==> src/rtl/wb_mem_arbiter.sv <==
// Two-master Wishbone B3 arbiter in front of the shared RAM slave: round-robin grant
// held for the whole cyc, plus a per-grant watchdog that aborts stalled cycles with err.
module wb_mem_arbiter #(
  parameter int unsigned AW      = 32,
  parameter int unsigned DW      = 32,
  parameter int unsigned TIMEOUT = 255
) (
  input  logic              wb_clk_i,
  input  logic              wb_rst_i,
  input  logic [AW-1:0]     wbm0_adr_i,
  input  logic [DW-1:0]     wbm0_dat_i,
  input  logic [DW/8-1:0]   wbm0_sel_i,
  input  logic              wbm0_we_i,
  input  logic              wbm0_cyc_i,
  input  logic              wbm0_stb_i,
  input  logic [2:0]        wbm0_cti_i,
  input  logic [1:0]        wbm0_bte_i,
  output logic [DW-1:0]     wbm0_dat_o,
  output logic              wbm0_ack_o,
  output logic              wbm0_err_o,
  output logic              wbm0_rty_o,
  input  logic [AW-1:0]     wbm1_adr_i,
  input  logic [DW-1:0]     wbm1_dat_i,
  input  logic [DW/8-1:0]   wbm1_sel_i,
  input  logic              wbm1_we_i,
  input  logic              wbm1_cyc_i,
  input  logic              wbm1_stb_i,
  input  logic [2:0]        wbm1_cti_i,
  input  logic [1:0]        wbm1_bte_i,
  output logic [DW-1:0]     wbm1_dat_o,
  output logic              wbm1_ack_o,
  output logic              wbm1_err_o,
  output logic              wbm1_rty_o,
  output logic [AW-1:0]     wbs_adr_o,
  output logic [DW-1:0]     wbs_dat_o,
  output logic [DW/8-1:0]   wbs_sel_o,
  output logic              wbs_we_o,
  output logic              wbs_cyc_o,
  output logic              wbs_stb_o,
  output logic [2:0]        wbs_cti_o,
  output logic [1:0]        wbs_bte_o,
  input  logic [DW-1:0]     wbs_dat_i,
  input  logic              wbs_ack_i,
  input  logic              wbs_err_i,
  input  logic              wbs_rty_i,
  output logic [1:0]        gnt_o
);

  localparam int unsigned       CW       = 16;
  localparam logic [CW-1:0]     TMO_LAST = CW'(TIMEOUT - 1);

  typedef enum logic [1:0] {S_IDLE, S_GNT0, S_GNT1, S_ABORT} state_t;

  state_t        r_state;
  logic          r_last;
  logic          r_who;
  logic [CW-1:0] r_cnt;
  logic [1:0]    r_gnt;

  logic w_g0;
  logic w_g1;
  logic w_granted;
  logic w_cyc;
  logic w_stb;
  logic w_resp;
  logic w_timeout;

  assign w_g0      = (r_state == S_GNT0);
  assign w_g1      = (r_state == S_GNT1);
  assign w_granted = w_g0 | w_g1;
  assign w_cyc     = r_who ? wbm1_cyc_i : wbm0_cyc_i;
  assign w_stb     = r_who ? wbm1_stb_i : wbm0_stb_i;
  assign w_resp    = wbs_ack_i | wbs_err_i | wbs_rty_i;
  // A slave response in the expiry cycle wins over the watchdog.
  assign w_timeout = w_granted & w_cyc & w_stb & ~w_resp & ~wb_rst_i & (r_cnt == TMO_LAST);

  // Request path: master 1 only while it holds the grant, otherwise master 0.
  assign wbs_adr_o = w_g1 ? wbm1_adr_i : wbm0_adr_i;
  assign wbs_dat_o = w_g1 ? wbm1_dat_i : wbm0_dat_i;
  assign wbs_sel_o = w_g1 ? wbm1_sel_i : wbm0_sel_i;
  assign wbs_cti_o = w_g1 ? wbm1_cti_i : wbm0_cti_i;
  assign wbs_bte_o = w_g1 ? wbm1_bte_i : wbm0_bte_i;
  assign wbs_we_o  = w_granted & (w_g1 ? wbm1_we_i : wbm0_we_i);
  assign wbs_cyc_o = w_granted & w_cyc & ~w_timeout;
  assign wbs_stb_o = w_granted & w_stb & ~w_timeout;

  assign wbm0_dat_o = wbs_dat_i;
  assign wbm1_dat_o = wbs_dat_i;
  assign wbm0_ack_o = w_g0 & wbs_ack_i;
  assign wbm0_err_o = w_g0 & (wbs_err_i | w_timeout);
  assign wbm0_rty_o = w_g0 & wbs_rty_i;
  assign wbm1_ack_o = w_g1 & wbs_ack_i;
  assign wbm1_err_o = w_g1 & (wbs_err_i | w_timeout);
  assign wbm1_rty_o = w_g1 & wbs_rty_i;

  assign gnt_o = r_gnt;

  // Grant FSM with round-robin tie-break and the stall watchdog.
  always_ff @(posedge wb_clk_i) begin
    if (wb_rst_i) begin
      r_state <= S_IDLE;
      r_last  <= 1'b1;
      r_who   <= 1'b0;
      r_cnt   <= '0;
      r_gnt   <= 2'b00;
    end else begin
      case (r_state)
        S_IDLE: begin
          r_cnt <= '0;
          if (wbm0_cyc_i && (!wbm1_cyc_i || r_last)) begin
            r_state <= S_GNT0;
            r_who   <= 1'b0;
            r_gnt   <= 2'b01;
          end else if (wbm1_cyc_i) begin
            r_state <= S_GNT1;
            r_who   <= 1'b1;
            r_gnt   <= 2'b10;
          end
        end
        S_GNT0, S_GNT1: begin
          if (!w_cyc) begin
            r_state <= S_IDLE;
            r_last  <= r_who;
            r_gnt   <= 2'b00;
          end else if (w_timeout) begin
            r_state <= S_ABORT;
            r_gnt   <= 2'b00;
          end else if (w_resp) begin
            r_cnt <= '0;
          end else if (w_stb) begin
            r_cnt <= r_cnt + CW'(1);
          end
        end
        S_ABORT: begin
          if (!w_cyc) begin
            r_state <= S_IDLE;
            r_last  <= r_who;
          end
        end
        default: r_state <= S_IDLE;
      endcase
    end
  end

endmodule

==> config.mk <==
export PLATFORM = sky130hd
export DESIGN_NAME = wb_mem_arbiter
export DESIGN_NICKNAME = d
export VERILOG_FILES = /design/src/rtl/wb_mem_arbiter.sv
export SDC_FILE = /design/constraint.sdc
export NUM_CORES = 1
export LEC_CHECK = 0
export BUFFER_PORTS_ARGS = -buffer_cell sky130_fd_sc_hd__buf_2
export CORE_AREA = 2 2 129 131
export DETAILED_ROUTE_END_ITERATION = 8
export DIE_AREA = 0 0 131 133
export SLEW_MARGIN = 15
export SYNTH_ARGS = -nofsm -noshare
export SYNTH_HDL_FRONTEND = slang
export SYNTH_SLANG_ARGS = --single-unit
export TNS_END_PERCENT = 5
==> constraint.sdc <==
create_clock -name wb_clk_i -period 6.2 [get_ports wb_clk_i]
set_clock_uncertainty 0.1 [all_clocks]
set_input_delay 0.62 -clock wb_clk_i [delete_from_list [all_inputs] [get_ports wb_clk_i]]
set_output_delay 0.62 -clock wb_clk_i [all_outputs]
set_load 0.05 [all_outputs]
* Word level (Yosys, flattened, before mapping) *
Cells that the tools add are included.
W data, S select, Z words.

storage, ports and cells
  register bits after elaboration = 22
  input port bits = 189
  output and inout bits = 148
  word-level logic and storage cells = 76

operators by class
  $add $sub $neg = 1
  equal/unequal tests = 10
  multiplexer cells = 24
  bitwise gates (word level) = 23
  reduce and logical (&&, ||, !) cells = 13

operators with widths
  cell                     count
  $mux W16                 4
  $mux W32                 2
  $pmux W16 S2             1
  $add A16 B1 Y16 const B  1
  $eq A16 B8 Y1 const B    1
  $mux W2                  8
  $and A1 B1 Y1            15
  $ne A3 B3 Y1 const B     3
  $ne A2 B2 Y1 const B     3
  $pmux W2 S3              1
  $reduce_and A3 Y1        2
  $mux W1                  5
  $eq A2 B2 Y1 const B     2
  $mux W4                  1
  $not A1 Y1               4
  $or A1 B1 Y1             4
  $pmux W2 S2              1
  $reduce_and A2 Y1        2
  $reduce_and A4 Y1        1
  $reduce_bool A2 Y1       2
  $mux W3                  1
  $reduce_or A3 Y1         1
  $eq A2 B1 Y1 const B     1
  $logic_not A2 Y1         1
  4 further kinds          4

* Logic depth before layout (Yosys ltp) *
Gate-level depths: netlist of the first run.

  word-level depth = 10
  mapped depth = 9
  mapped depth without buffers = 7

* Worst setup path before layout of the first run *
Ideal clock, no wire load.

  path type = in2out
  start = in wb_rst_i
  end = out wbm0_err_o
  arrival time = 2062 ps
  data required time = 5480 ps
  path slack = 3418 ps
  stages on the path = 5
  buffers on the path = 0
  cells stage by stage = or4b_1 -> nor4_1 -> nand4_1 -> nor2_1 -> o21a_1

between the ends
  longest elaborated chain between the ends = 5

RTL lines
  element                     RTL line  source
  start, declared             9         input logic wb_rst_i,
  $not A1 Y1                  75        assign w_timeout = w_granted & w_cyc & w_stb & ~w_resp & ~wb_rst_i & (r_cnt == TMO_LAST);
  $and A1 B1 Y1 (2 in a row)  75
  $or A1 B1 Y1                90        assign wbm0_err_o = w_g0 & (wbs_err_i | w_timeout);
  $and A1 B1 Y1               90
  end, declared               20        output logic wbm0_err_o,

No other way between the ends.

* Final worst setup path of the first run *
  start = in wb_rst_i
  end = out wbm1_err_o

between the ends
  longest elaborated chain between the ends = 5

RTL lines
  element                     RTL line  source
  $not A1 Y1                  75
  $and A1 B1 Y1 (2 in a row)  75
  $or A1 B1 Y1                93        assign wbm1_err_o = w_g1 & (wbs_err_i | w_timeout);
  $and A1 B1 Y1               93
  end, declared               32        output logic wbm1_err_o,

No other way between the ends.

==> results.json, run 1 <==
{
  "outcome": "finished, final reports clean",
  "worst-path-buf-inv": 2,
  "ios": 337,
  "post_dp_cell_area_um2": 3810,
  "synth_mux_area_frac": 0.303,
  "end_kind": "output port",
  "slew_headroom": 0.327,
  "holdPathStages": 1,
  "cts_tree": "done",
  "crit_family": "simple AND/OR/NAND/NOR gates",
  "vias": 3149,
  "clock_sinks": 22,
  "port-buffer-count": 240,
  "clk_pin_slew_ns": 0.06,
  "grt_pass1_wl_um": 17500,
  "leakage_nw": 1.85,
  "synth_edf_count": 0,
  "cp_data_arrival_time_ns": 2.63,
  "synth_flop_cell": "dfxtp_1",
  "synth_xor_area_frac": 0,
  "ff2ff_path_depth": 6,
  "required_ns": 5.48,
  "antenna_found_initial": 2,
  "postCtsSetupRepairBufs": 0,
  "cts_made_buffers": 3,
  "post-route-period-util": 0.540,
  "path_cells": "buf_2 > or4b_1 > nor4_1 > nand4_1 > nor2_1 > o21a_1 > buf_2",
  "max_freq_ghz": 0.299,
  "final_common_cell": "buf_2",
  "place.gp.congestion": 0.824,
  "cts_hold_buf": 0,
  "die_y_um": 133,
  "syn2layout_area_growth_pct": 34.9,
  "synth_area_um2": 2880,
  "drv_cap": 0,
  "min-delay-path-class": "flop to flop",
  "grt_max_degree": 78,
  "timing.rr.end": "r_cnt[7]",
  "cpMaxStageDelayCell": "or4b_1",
  "synth_top_family_by_area": "multiplexers",
  "synth-seq-area-share": 0.153,
  "timing.rr.start": "r_state[0]",
  "syn_avg_cell_area_um2": 8.48,
  "min_period_ns": 3.35,
  "dieArea_um2": 17400,
  "timing_hold_violations_final": 0,
  "routed_wl_um": 13000,
  "cp_common_cell": "buf_2",
  "rsz0062_at_grt": "false",
  "cp.depth": 7,
  "drv_slew": 0,
  "root_buffer": "clkbuf_16",
  "drcViolationCount": 0,
  "holdPathEnd": "gnt_o[0]",
  "overflow": 0,
  "cp-start-kind": "input port",
  "yosys.cell_types.count": 50,
  "async_reset_ff_frac": 0,
  "clock_latency_ns": 0.26,
  "critPathMaxStageDelay_ns": 0.51,
  "syn_nets": 535,
  "cts-htree-levels": 1,
  "crit_type": "input port to output port",
  "viasPerCell": 4.37,
  "ys_warn_count": 0,
  "grt_usage": 0.134,
  "syn_inst": 340,
  "p_per_area_nw_per_um2": 376,
  "coreArea_um2": 16200,
  "fin_nets": 696,
  "routedWlPerCell_um": 18.1,
  "synth_fa_ha_area_frac": 0.0260,
  "drt_pre_antenna_iters": 6,
  "synth_seq_cells": 22,
  "drive_above_1_share": 0.651,
  "grt_pass1_vias": 2824,
  "fin_setup_tns_ns": 0,
  "peakVddDrop_uv": 166,
  "synth_compound_area_frac": 0.144,
  "netlist_top_cells_area": "mux2_2, buf_4, dfxtp_1",
  "antenna_left": 0,
  "clock_path_buffers": 2,
  "die_w_um": 131,
  "design_area_um2": 3890,
  "synth_top_area_cell": "mux2_2",
  "tightest_slew_ns": 1.01,
  "fillers": 1773,
  "drtIter0Drc": 152,
  "synth_top_area_frac": 0.285,
  "setup_viol": 0,
  "ctsResizeCount": 0,
  "rows": 47,
  "path_max_fanout": 21,
  "synthSimpleGateAreaFrac": 0.168,
  "start_util": 0.178,
  "min_from": "gnt_o[0]",
  "final_cell_mix": "buf_2, mux2_2, dfxtp_1",
  "reg2reg_slack_ns": 3.65,
  "dp_hpwl_um": 10900
}
## kinds of logic after synthesis
logic type | Yosys count
mux | 77
buf+inv | 93
flops | 22
fa+ha+maj | 6
simple gates | 82
compound gates | 60
## worst register-to-register path, cell delays in order (launching register included)
cell and delay, ns:
dfxtp_1 0.39, inv_1 0.11, ha_1 0.59, nand2b_1 0.22, and3_1 0.51, nor2_1 0.20, a311oi_1 0.33
## per-layer routing
metal  vias to the layer above  GRT usage  wire [µm]
li1                       1506          -          -
met2                       208      0.221       6090
met3                         6     0.0477       1400
met4                         2     0.0106         27
met5                         -          0         13
met1                      1427      0.174       5480
## per-stage QoR
step	hold WS, ns	cells	worst slack (ns)	total power, mW	util
2_1_floorplan	0.375	340	3.42	1.16	-
3_5_place_dp	0.353	716	2.84	1.34	0.236
5_1_grt	0.388	720	2.67	1.53	0.240
6_report	0.361	720	2.85	1.46	0.240
3_3_place_gp	0.339	716	2.88	1.33	0.236
4_1_cts	0.368	719	2.83	1.48	0.240
## state kept, by name (all words and copies together) (netlist names)
| register | flops |
|---|---|
| r_state | 2 |
| r_cnt | 16 |
| r_last | 1 |
| r_who | 1 |
| gnt_o | 2 |
## how the worst max path moves through the flow
stage                     startpoint         end  slack [ns]
after floorplan             wb_rst_i  wbm0_err_o        3.42
after global placement      wb_rst_i  wbm1_err_o        2.88
after detailed placement    wb_rst_i  wbm1_err_o        2.84
after CTS                   wb_rst_i  wbm1_err_o        2.83
after global routing        wb_rst_i  wbm1_err_o        2.67
final                       wb_rst_i  wbm1_err_o        2.85
## power by group
part	total, mW	internal (mW)	switching [mW]
clock network	0.138	0.0853	0.0523
logic	1.15	0.340	0.813
registers	0.171	0.156	0.0147
## synth_stat cells, types with 2 or more instances
| cell | number |
|---|---|
| nand4_1 | 5 |
| o41ai_1 | 5 |
| mux2_4 | 2 |
| and4_4 | 2 |
| buf_2 | 5 |
| o311ai_0 | 7 |
| a21oi_1 | 16 |
| nor3_1 | 7 |
| and4_1 | 2 |
| or3_1 | 2 |
| inv_1 | 9 |
| o31ai_1 | 3 |
| nor4_1 | 3 |
| mux2i_1 | 2 |
| buf_1 | 6 |
| or4b_1 | 2 |
| or4_1 | 2 |
| nor2_1 | 14 |
| nand2_1 | 14 |
| buf_4 | 64 |
| o21a_1 | 5 |
| clkbuf_1 | 9 |
| nor2b_1 | 3 |
| dfxtp_1 | 22 |
| and3_1 | 7 |
| ha_1 | 6 |
| o21ai_0 | 8 |
| and2_1 | 4 |
| mux2_2 | 73 |
| nand3_1 | 7 |
| a21o_1 | 4 |
| o211a_1 | 2 |
## final cells by class
class / count / area (µm²) / share of cell area
Antenna cell: 1 / 2.50 / 0.000644
Tap cell: 220 / 275 / 0.0708
Inverter: 9 / 33.8 / 0.00869
Multi-Input combinational cell: 225 / 1860 / 0.478
Sequential cell: 22 / 440 / 0.113
Clock buffer: 3 / 75.1 / 0.0193
Timing Repair Buffer: 240 / 1200 / 0.309
Power figures use the tool's default switching activity.
==> run 2: changes to the inputs <==
--- a/config.mk
+++ b/config.mk
@@ -6,9 +6,9 @@
 export NUM_CORES = 1
 export LEC_CHECK = 0
 export BUFFER_PORTS_ARGS = -buffer_cell sky130_fd_sc_hd__buf_2
-export CORE_AREA = 2 2 129 131
+export CORE_AREA = 2 2 131 133
 export DETAILED_ROUTE_END_ITERATION = 8
-export DIE_AREA = 0 0 131 133
+export DIE_AREA = 0 0 133 135
 export SLEW_MARGIN = 15
 export SYNTH_ARGS = -nofsm -noshare
 export SYNTH_HDL_FRONTEND = slang
==> constraint.sdc (replaced) <==
create_clock -name wb_clk_i -period 3.1 [get_ports wb_clk_i]
set_clock_uncertainty 0.1 [all_clocks]
set_input_delay 0.31 -clock wb_clk_i [delete_from_list [all_inputs] [get_ports wb_clk_i]]
set_output_delay 0.31 -clock wb_clk_i [all_outputs]
set_load 0.05 [all_outputs]
==> results.json, run 2 (synthesized netlist as in run 1, its figures left out) <==
{
  "overflow": 0,
  "path_max_fanout": 5,
  "p_total_mw": 2.96,
  "leakage_nw": 1.87,
  "antenna_left": 0,
  "coreArea_um2": 16400,
  "post-route-period-util": 0.932,
  "largest_reg_flops": 16,
  "dp_hpwl_um": 11700,
  "grt_max_degree": 40,
  "fin_setup_tns_ns": 0,
  "rows": 47,
  "clock_latency_ns": 0.26,
  "clk_pin_slew_ns": 0.06,
  "slew_headroom": 0.596,
  "min-delay-path-class": "input port to flop",
  "ios": 337,
  "final_common_cell": "buf_2",
  "drv_cap": 0,
  "postCtsSetupRepairBufs": 0,
  "vias": 3159,
  "timing.rr.start": "r_state[0]",
  "drt_pre_antenna_iters": 4,
  "viasPerCell": 4.35,
  "cts_tree": "done",
  "grt_pass1_wl_um": 18200,
  "place.gp.congestion": 0.939,
  "syn2layout_area_growth_pct": 36.6,
  "routed_wl_um": 13500,
  "drtIter0Drc": 141,
  "timing_hold_violations_final": 0,
  "ctsResizeCount": 0,
  "tightest_slew_ns": 0.601,
  "outcome": "finished, final reports clean",
  "path_cells": "inv_1 > ha_1 > or4b_1 > nor4_1 > nand4_1 > nor2_1 > o21a_1 > buf_2",
  "clock_sinks": 22,
  "dieArea_um2": 18000,
  "drive_above_1_share": 0.654,
  "cts-htree-levels": 1,
  "die_y_um": 135,
  "crit_type": "flop to output port",
  "final_cell_mix": "buf_2, mux2_2, dfxtp_1",
  "hold_ws_ns": 0.335,
  "peakVddDrop_uv": 296,
  "min_period_ns": 2.89,
  "root_buffer": "clkbuf_16",
  "critPathLaunch": "r_cnt[0]",
  "fin_nets": 700,
  "cp_data_arrival_time_ns": 2.48,
  "cts_hold_buf": 0,
  "p_per_area_nw_per_um2": 751,
  "antenna_found_initial": 8,
  "rsz0062_at_grt": "false",
  "cpMaxStageDelayCell": "or4b_1",
  "clock_path_buffers": 2,
  "setup_viol": 0,
  "grt_usage": 0.135,
  "end_kind": "output port",
  "port-buffer-count": 240,
  "regMostFlops": "r_cnt",
  "start_util": 0.176,
  "grt_pass1_vias": 2921,
  "cp-start-kind": "flop",
  "critPathMaxStageDelay_ns": 0.43,
  "routedWlPerCell_um": 18.6,
  "die_w_um": 133,
  "max_freq_ghz": 0.346,
  "fillers": 1815,
  "drcViolationCount": 0,
  "drv_slew": 0,
  "cts_made_buffers": 3,
  "required_ns": 2.69,
  "min_from": "wbm0_cyc_i"
}
-- run 2: cell types whose count changed in the layout (fill, tap and decap cells not counted), sizes merged --
cell	change
buf	+4
diode	+3
-- run 2: final timing paths --
check	to	slack, ns	depth (start not counted)
max	wbm0_err_o	0.21	8
min	r_who	0.33	4
max reg2reg	r_cnt[1]	0.64	6
min reg2reg	gnt_o[0]	0.35	1
-- run 2: layout make-up --
| type | instances | area, µm² | area share |
|---|---|---|---|
| Antenna cell | 4 | 10.0 | 0.00254 |
| Clock buffer | 3 | 75.1 | 0.0191 |
| Inverter | 9 | 33.8 | 0.00858 |
| Multi-Input combinational cell | 225 | 1860 | 0.472 |
| Sequential cell | 22 | 440 | 0.112 |
| Tap cell | 220 | 275 | 0.0699 |
| Timing Repair Buffer | 244 | 1240 | 0.316 |
-- run 2: routing by layer --
layer | global-route usage | part of all wire | up-vias
met3 | 0.0743 | 0.15 | 6
met1 | 0.162 | 0.38 | 1411
met4 | 0.0179 | 0.0013 | 4
met5 | 0 | 0.0017 | -
met2 | 0.220 | 0.47 | 223
li1 | - | - | 1515
-- run 2: worst max-delay path, delay by kind of cell (launching register included) --
family	cells	cell delay (ns)
adders and majority gates	1	0.16
DFF	1	0.34
and+or+nand+nor	4	1.24
buffers and inverters	2	0.34
AOI/OAI and AO/OA	1	0.16
-- run 2: report_power, final --
| part | total [mW] | internal [mW] | switching (mW) |
|---|---|---|---|
| sequential | 0.340 | 0.313 | 0.0269 |
| combinational | 2.34 | 0.699 | 1.65 |
| clock | 0.274 | 0.171 | 0.104 |
-- run 2: stage by stage --
| step | instance area, µm² | std cells | util | setup slack [ns] |
|---|---|---|---|---|
| global placement | 3850 | 720 | 0.235 | 0.544 |
| floorplan | 2880 | 340 | - | 0.698 |
| finish | 3940 | 727 | 0.240 | 0.212 |
| global route | 3930 | 724 | 0.240 | 0.0560 |
| detailed placement | 3850 | 720 | 0.235 | 0.519 |
| CTS | 3930 | 723 | 0.239 | 0.230 |
